[src/rtl/uart_arbiter.sv]
// Two-requester round-robin arbiter in front of a UART register engine (read and write sides).
// Define UART_ARB_TIMEOUT_EN to build the WAIT-state timeout abort (TIMEOUT_CYCLES, 1..255).
module uart_arbiter #(
  parameter int TIMEOUT_CYCLES = 255
) (
  input  logic       clk,
  input  logic       rstn,
  input  logic       r0_req,
  input  logic       r0_we,
  input  logic [3:0] r0_addr,
  input  logic [7:0] r0_wdata,
  input  logic       r1_req,
  input  logic       r1_we,
  input  logic [3:0] r1_addr,
  input  logic [7:0] r1_wdata,
  output logic       r0_gnt,
  output logic       r1_gnt,
  output logic       r0_done,
  output logic       r1_done,
  output logic [7:0] r0_rdata,
  output logic [7:0] r1_rdata,
  output logic       r0_err,
  output logic       r1_err,
  output logic [3:0] eng_raddr,
  output logic       eng_ren,
  input  logic [7:0] eng_rdata,
  input  logic       eng_rdone,
  output logic [3:0] eng_waddr,
  output logic [7:0] eng_wdata,
  output logic       eng_wen,
  input  logic       eng_wdone,
  output logic       busy
);
  typedef enum logic [1:0] {IDLE, ISSUE, WAIT, RESP} state_t;

  state_t     state;
  logic       ptr;    // 1 = r1 favoured on a tie
  logic       owner;
  logic       we_q;
  logic       pick1, sel_we, eng_hit, fin;
  logic [3:0] sel_addr;
  logic [7:0] sel_wdata, rd_byte;

  assign pick1     = r1_req & (~r0_req | ptr);
  assign sel_we    = pick1 ? r1_we    : r0_we;
  assign sel_addr  = pick1 ? r1_addr  : r0_addr;
  assign sel_wdata = pick1 ? r1_wdata : r0_wdata;
  assign eng_hit   = we_q ? eng_wdone : eng_rdone;

`ifdef UART_ARB_TIMEOUT_EN
  localparam logic [7:0] TO_LAST = 8'(TIMEOUT_CYCLES - 1);
  logic [7:0] wcnt;
  logic       fin_err;

  always_comb begin
    fin     = 1'b0;
    fin_err = 1'b0;
    if (state == ISSUE || state == WAIT) fin = eng_hit;
    if (state == WAIT && !eng_hit && wcnt == TO_LAST) begin
      fin     = 1'b1;
      fin_err = 1'b1;
    end
  end
  assign rd_byte = (we_q | fin_err) ? 8'h00 : eng_rdata;
`else
  logic unused_timeout;
  assign unused_timeout = ^TIMEOUT_CYCLES;
  assign fin     = (state == ISSUE || state == WAIT) && eng_hit;
  assign rd_byte = we_q ? 8'h00 : eng_rdata;
  assign r0_err  = 1'b0;
  assign r1_err  = 1'b0;
`endif

  always_ff @(posedge clk or negedge rstn) begin
    if (!rstn) begin
      state     <= IDLE;
      ptr       <= 1'b0;
      owner     <= 1'b0;
      we_q      <= 1'b0;
      busy      <= 1'b0;
      r0_gnt    <= 1'b0;
      r1_gnt    <= 1'b0;
      r0_done   <= 1'b0;
      r1_done   <= 1'b0;
      r0_rdata  <= 8'h00;
      r1_rdata  <= 8'h00;
      eng_ren   <= 1'b0;
      eng_wen   <= 1'b0;
      eng_raddr <= 4'h0;
      eng_waddr <= 4'h0;
      eng_wdata <= 8'h00;
`ifdef UART_ARB_TIMEOUT_EN
      wcnt      <= 8'h00;
      r0_err    <= 1'b0;
      r1_err    <= 1'b0;
`endif
    end else begin
      r0_gnt   <= 1'b0;
      r1_gnt   <= 1'b0;
      eng_ren  <= 1'b0;
      eng_wen  <= 1'b0;
      r0_done  <= 1'b0;
      r1_done  <= 1'b0;
      r0_rdata <= 8'h00;
      r1_rdata <= 8'h00;
`ifdef UART_ARB_TIMEOUT_EN
      r0_err   <= 1'b0;
      r1_err   <= 1'b0;
`endif
      case (state)
        IDLE: if (r0_req || r1_req) begin
          owner     <= pick1;
          we_q      <= sel_we;
          eng_raddr <= sel_we ? 4'h0 : sel_addr;
          eng_waddr <= sel_we ? sel_addr : 4'h0;
          eng_wdata <= sel_we ? sel_wdata : 8'h00;
          r0_gnt    <= ~pick1;
          r1_gnt    <= pick1;
          eng_wen   <= sel_we;
          eng_ren   <= ~sel_we;
          busy      <= 1'b1;
          state     <= ISSUE;
        end
        ISSUE, WAIT: if (fin) begin
          state     <= RESP;
          r0_done   <= ~owner;
          r1_done   <= owner;
          r0_rdata  <= owner ? 8'h00 : rd_byte;
          r1_rdata  <= owner ? rd_byte : 8'h00;
          eng_raddr <= 4'h0;
          eng_waddr <= 4'h0;
          eng_wdata <= 8'h00;
`ifdef UART_ARB_TIMEOUT_EN
          r0_err    <= ~owner & fin_err;
          r1_err    <= owner & fin_err;
`endif
        end else begin
          state <= WAIT;
`ifdef UART_ARB_TIMEOUT_EN
          wcnt  <= (state == ISSUE) ? 8'h00 : wcnt + 8'd1;
`endif
        end
        RESP: begin
          // Loser of this round is favoured next time both ask.
          ptr   <= ~owner;
          we_q  <= 1'b0;
          busy  <= 1'b0;
          state <= IDLE;
        end
        default: state <= IDLE;
      endcase
    end
  end
endmodule

[config.mk]
export PLATFORM = sky130hd
export DESIGN_NAME = uart_arbiter
export DESIGN_NICKNAME = d
export VERILOG_FILES = /design/src/rtl/uart_arbiter.sv
export SDC_FILE = /design/constraint.sdc
export NUM_CORES = 1
export LEC_CHECK = 0
export CORE_MARGIN = 10
export CORE_UTILIZATION = 30
export DETAILED_ROUTE_END_ITERATION = 10
export PLACE_DENSITY = 0.67
export REMOVE_ABC_BUFFERS = 1
export SLEW_MARGIN = 5
export SYNTH_ARGS = -nofsm -noshare
export SYNTH_HDL_FRONTEND = slang
export SYNTH_SLANG_ARGS = --single-unit
[constraint.sdc]
create_clock -name clk -period 1.7 [get_ports clk]
set_input_delay 0.425 -clock clk [delete_from_list [all_inputs] [get_ports clk]]
set_output_delay 0.425 -clock clk [all_outputs]
set_load 0.005 [all_outputs]
After elaboration in Yosys (flattened, before gate mapping). Cells that the tools add are included.

Register bits after elaboration: 44. Bits of input ports: 40. Output and inout port bits: 41.

Eq/ne operators: 5. Mux-type cells: 41. Bitwise gates (word level): 6. Reduce and logical (&&, ||, !) cells: 10.

Operators by type and width (number): 2-to-1 mux 8 bit (11); 2-to-1 mux 4 bit (6); 2-to-1 mux 1 bit (17); one-hot mux 4 bit (2 select lines) (2); one-hot mux 8 bit (2 select lines) (1); one-hot mux 2 bit (3 select lines) (1); == test 2 bit (second input constant) (2); != test 2 bit (second input constant) (2); NOT 1 bit (4); one-hot mux 1 bit (2 select lines) (2); AND reduction 2 bit (2); nonzero test 2 bit (2); AND reduction 3 bit (1); == test 2 x 1 -> 1 bit (second input constant) (1); zero test 2 bit (1); logical OR 1 bit (2); 2-to-1 mux 2 bit (1); OR reduction 2 bit (1); AND 1 bit (1); logical AND 1 bit (1); bitwise OR 1 bit (1).

Logic depth before layout (Yosys ltp). Gate-level depths: netlist of run 1.

Depth in word-level cells: 7. Mapped depth: 7. Mapped depth without buffers: 6.

Worst setup path after synthesis of run 1. No wires, ideal clock.

Path kind: register to register. Start: register state[0]. End: register eng_raddr[2]. Library setup time: 0.082 ns. Data arrival time: 1.731 ns. Required time: 1.618 ns. Setup slack: -0.113 ns. Cell stages (with the launch flop): 6. Buffers on the path: 1. Cells stage by stage: dfrtp_1 > inv_1 > ha_1 > clkbuf_1 > or4b_2 > a31oi_1.

Longest elaborated chain between the ends: 5. Elaborated cells on any way between the ends: 11. Classes of those cells: 4 x eq/ne; 1 x mux; 6 x reduce/logical.

RTL lines: from (decl) (line 36) `state_t state;`; from (signal assigned) (line 76) `state <= IDLE;`; from (signal assigned) (line 122) `state <= ISSUE;`; from (signal assigned) (line 125) `state <= RESP;`; == test 2 x 1 -> 1 bit or == test 2 bit (tied branches) (line 68, 110); logical OR 1 bit (line 68) `assign fin = (state == ISSUE || state == WAIT) && eng_hit;`; logical AND 1 bit (line 68); != test 2 bit (no source line); AND reduction 3 bit (no source line); to (signal assigned) (line 114) `eng_raddr <= sel_we ? 4'h0 : sel_addr;`; to (decl) (line 24) `output logic [3:0] eng_raddr,`.

Several ways; a longest one is shown, not always the timed one. A chain may end at the register's enable or synchronous reset.

Worst setup path after layout of run 1.
Start: input port r0_req. End: register eng_raddr[2].

Longest elaborated chain between the ends: 7. Elaborated cells on any way between the ends: 11. Classes of those cells: 1 x eq/ne; 5 x mux; 3 x bitwise; 2 x reduce/logical.

RTL lines: from (decl) (line 8) `input logic r0_req,`; NOT 1 bit (line 44) `assign pick1 = r1_req & (~r0_req | ptr);`; bitwise OR 1 bit (line 44); AND 1 bit (line 44); 2-to-1 mux 4 bit or 2-to-1 mux 1 bit (tied branches) (line 46, 45); 2-to-1 mux 4 bit (line 114); 2-to-1 mux 4 bit (line 111) `IDLE: if (r0_req || r1_req) begin`; one-hot mux 4 bit (2 select lines) (line 110) `case (state)`.

Several ways; a longest one is shown, not always the timed one. The select of a mux whose other input is x is not followed.

==> run metrics, run 1 <==
core area 5990 um^2; Max-Cap Viols 0; Min-Delay Path Class in -> async; Synth area leaders dfrtp_1 (59%), nor2_1 (7.8%), nand3_1 (7.7%); RSZ-0062 raised after global routing no; n_diodes 0; initial antenna violation count 0; DR pass1 iterations 4; Pleak 1.32 nW; Design Area, Final 3030 um^2; IO Pins 81; vias per cell 4.75; vias in the first global route 1782; Fill cells 554; Routed WL per cell 16.0 um; Crit Path Class in -> reg; CP Data Arrival Time 1.83 ns; YS warnings 0; final RePlAce weighted congestion 0.798; die area 9810 um^2; worst vdd ir 0.000796 V; Final Skew 0.00491 ns; CP cell instances clkdlybuf4s50_1 > nand2b_1 > nand2_1 > or4b_2 > a31oi_1; clock sink total 44; Final ANT Viol Nets 0; top-count cell post-synth dfrtp_1; f_max 614 MHz; share of the synthesized area in the top cell type 0.587; met2 WL 2940 um; ys flop type dfrtp_1; Area Overhead vs Synth 61.4%; status complete, no violations; post-synthesis xor/xnor area fraction 0; placed cell areas 2890 um^2; share of layout cells above drive strength 1 0.138; GR Overflow Total 0; clk_lat worst skew 0.29 ns; buffers and inverters on the worst path 1; Critical Path Source r0_req; Final Hold Viols 0; area leader, netlist dfrtp_1; WP data required 1.90 ns; Crit-path slowest cell or4b_2; row cnt 28; synthesized flop and latch total 44; CTS clock-pin slew for the worst setup and hold paths 0.08 ns; CP max stage delay 0.61 ns; H-tree depth 2; R2R depth 4; most frequent cells after synthesis dfrtp_1 (44), nor2_1 (39), nand3_1 (29); combinational family with the most area after synthesis simple AND/OR/NAND/NOR gates; Simple-Gate Fraction of Synth Area 0.236; Starting Density 0.313; mux cell area share after synthesis 0.0280; Cells after Synth 187; crit end category register; Power Density 1820 nW/um^2; pins over their slew limit 0; Initial DRC Count 45; Mean Syn Cell Area 10.0 um^2; Sum Neg Setup Slack 0 ns; number of synthesized flops with an enable pin 0; Levels on crit path 5; cts bufs inserted 5; synthesized-area fraction occupied by adder cells 0.0134; Netlist Area Pre-Place 1870 um^2; period utilization 0.959; worst-path fanout max 3; drt drc 0; Die H 99.0 um; Final Critical Period 1.63 ns; Die X 99.0 um; Distinct cells, synth 29; CTS Buffer Depth 2; Top delay family on crit path simple AND/OR/NAND/NOR gates; WL met1 2440 um; # nets final 325; Max Used Layer met4; Final Setup Violations 0; sequential cell area fraction in the yosys report 0.587; drt total wl 5720 um; Total GRT Usage 0.116; input/output buffers 78; first-pass GRT wire length 9290 um; ys async rst share 1.00; CTS tree done; largest net degree at the start of global routing 45; Startpoint Class primary input; dpl hpwl 4230 um; compound-gate portion of the synthesized area 0.0908; Critical R2R Launch state[0]$_DFFE_PN0P_; DR WL met3 283 um; clock root cell clkbuf_8; via count 1694
==> registers in the layout, indices dropped and copies added (netlist names) <==
name,count
busy,1
eng_raddr,4
eng_ren,1
eng_waddr,4
eng_wdata,8
eng_wen,1
owner,1
ptr,1
r0_done,1
r0_gnt,1
r0_rdata,8
r1_done,1
r1_gnt,1
r1_rdata,8
state,2
we_q,1
==> layout make-up <==
type                    count  area [um^2]  area share
clock inverters             1         30.0     0.00993
flip-flops and latches     44         1100       0.364
well taps                  75         93.8      0.0310
repair buffers            101          996       0.329
multi-input cells         126          717       0.237
clock buffers               5         68.8      0.0227
inverters                   5         18.8     0.00620
==> per-layer routing <==
metal | up-vias | track usage
met5 | - | 0
li1 | 825 | -
met2 | 40 | 0.200
met4 | 0 | 0.0265
met3 | 6 | 0.0356
met1 | 823 | 0.137
==> metrics by stage <==
step	util	hold slack [ns]	setup WS [ns]	power (mW)	instances
finish	0.505	0.0920	0.0704	5.50	357
global route	0.505	0.120	0.000112	5.94	357
CTS	0.509	0.101	0.0262	5.75	358
detailed placement	0.482	0.423	-0.232	4.59	349
global placement	0.482	0.422	-0.210	4.54	349
floorplan	-	0.129	-0.561	2.98	175
==> worst paths after layout <==
path	slack, ns	end
setup / recovery	0.07	eng_raddr[2]$_DFFE_PN0P_
setup reg to reg	0.09	eng_raddr[2]$_DFFE_PN0P_
hold reg to reg	0.49	r0_gnt$_DFF_PN0_
max in group asynchronous	1.39	eng_ren$_DFF_PN0_
hold / removal	0.09	eng_waddr[2]$_DFFE_PN0P_
min in group clk	0.49	r0_gnt$_DFF_PN0_
==> power by group <==
group / internal [mW] / switching [mW] / total (mW)
sequential: 1.47 / 0.182 / 1.65
combinational: 1.65 / 1.44 / 3.09
clock: 0.422 / 0.334 / 0.756
==> cell families (layout without fill, tap and decap cells) <==
family	Yosys count	after routing
multiplexers	5	5
AND/OR/NAND/NOR	90	90
buffers and inverters	18	112
other	1	2
adder cells (fa/ha/maj)	2	2
flip-flops	44	44
AO/OA/AOI/OAI	27	27
==> worst register-to-register path: stages, from the launching register on <==
cell	delay, ns
dfrtp_1	0.40
inv_2	0.08
ha_4	0.22
or4b_2	0.66
a31oi_1	0.16
==> cell usage in the layout (no fill, tap or decap), types with 3 or more instances in the layout <==
cell,instances
nand2b_1,9
mux2i_1,3
buf_12,3
dfrtp_1,44
o21ai_0,4
a31oi_1,16
buf_4,18
nor2_1,39
clkbuf_8,5
a21oi_1,3
clkdlybuf4s50_1,76
nand3_1,29
nand2_1,3
inv_2,3
==> timing repair <==
item                                    CTS  global route
resized for setup                         5             1
hold buffers                              0             0
gates cloned                              1             0
buffers inserted                          2             0
endpoints found under the setup margin   16            16
endpoints found under the hold margin     0             0
pin swaps                                 1             2
Power figures use the tool's default switching activity.
==> run 2, diff against run 1 <==
--- a/config.mk
+++ b/config.mk
@@ -7,6 +7,7 @@
 export LEC_CHECK = 0
 export CORE_MARGIN = 10
 export CORE_UTILIZATION = 30
+export CTS_BUF_LIST = sky130_fd_sc_hd__clkbuf_4 sky130_fd_sc_hd__clkbuf_8 sky130_fd_sc_hd__clkbuf_16
 export DETAILED_ROUTE_END_ITERATION = 10
 export PLACE_DENSITY = 0.67
 export REMOVE_ABC_BUFFERS = 1
==> results of run 2 <==
Same layout as run 1: the final DEF is identical, and so are final timing and power.
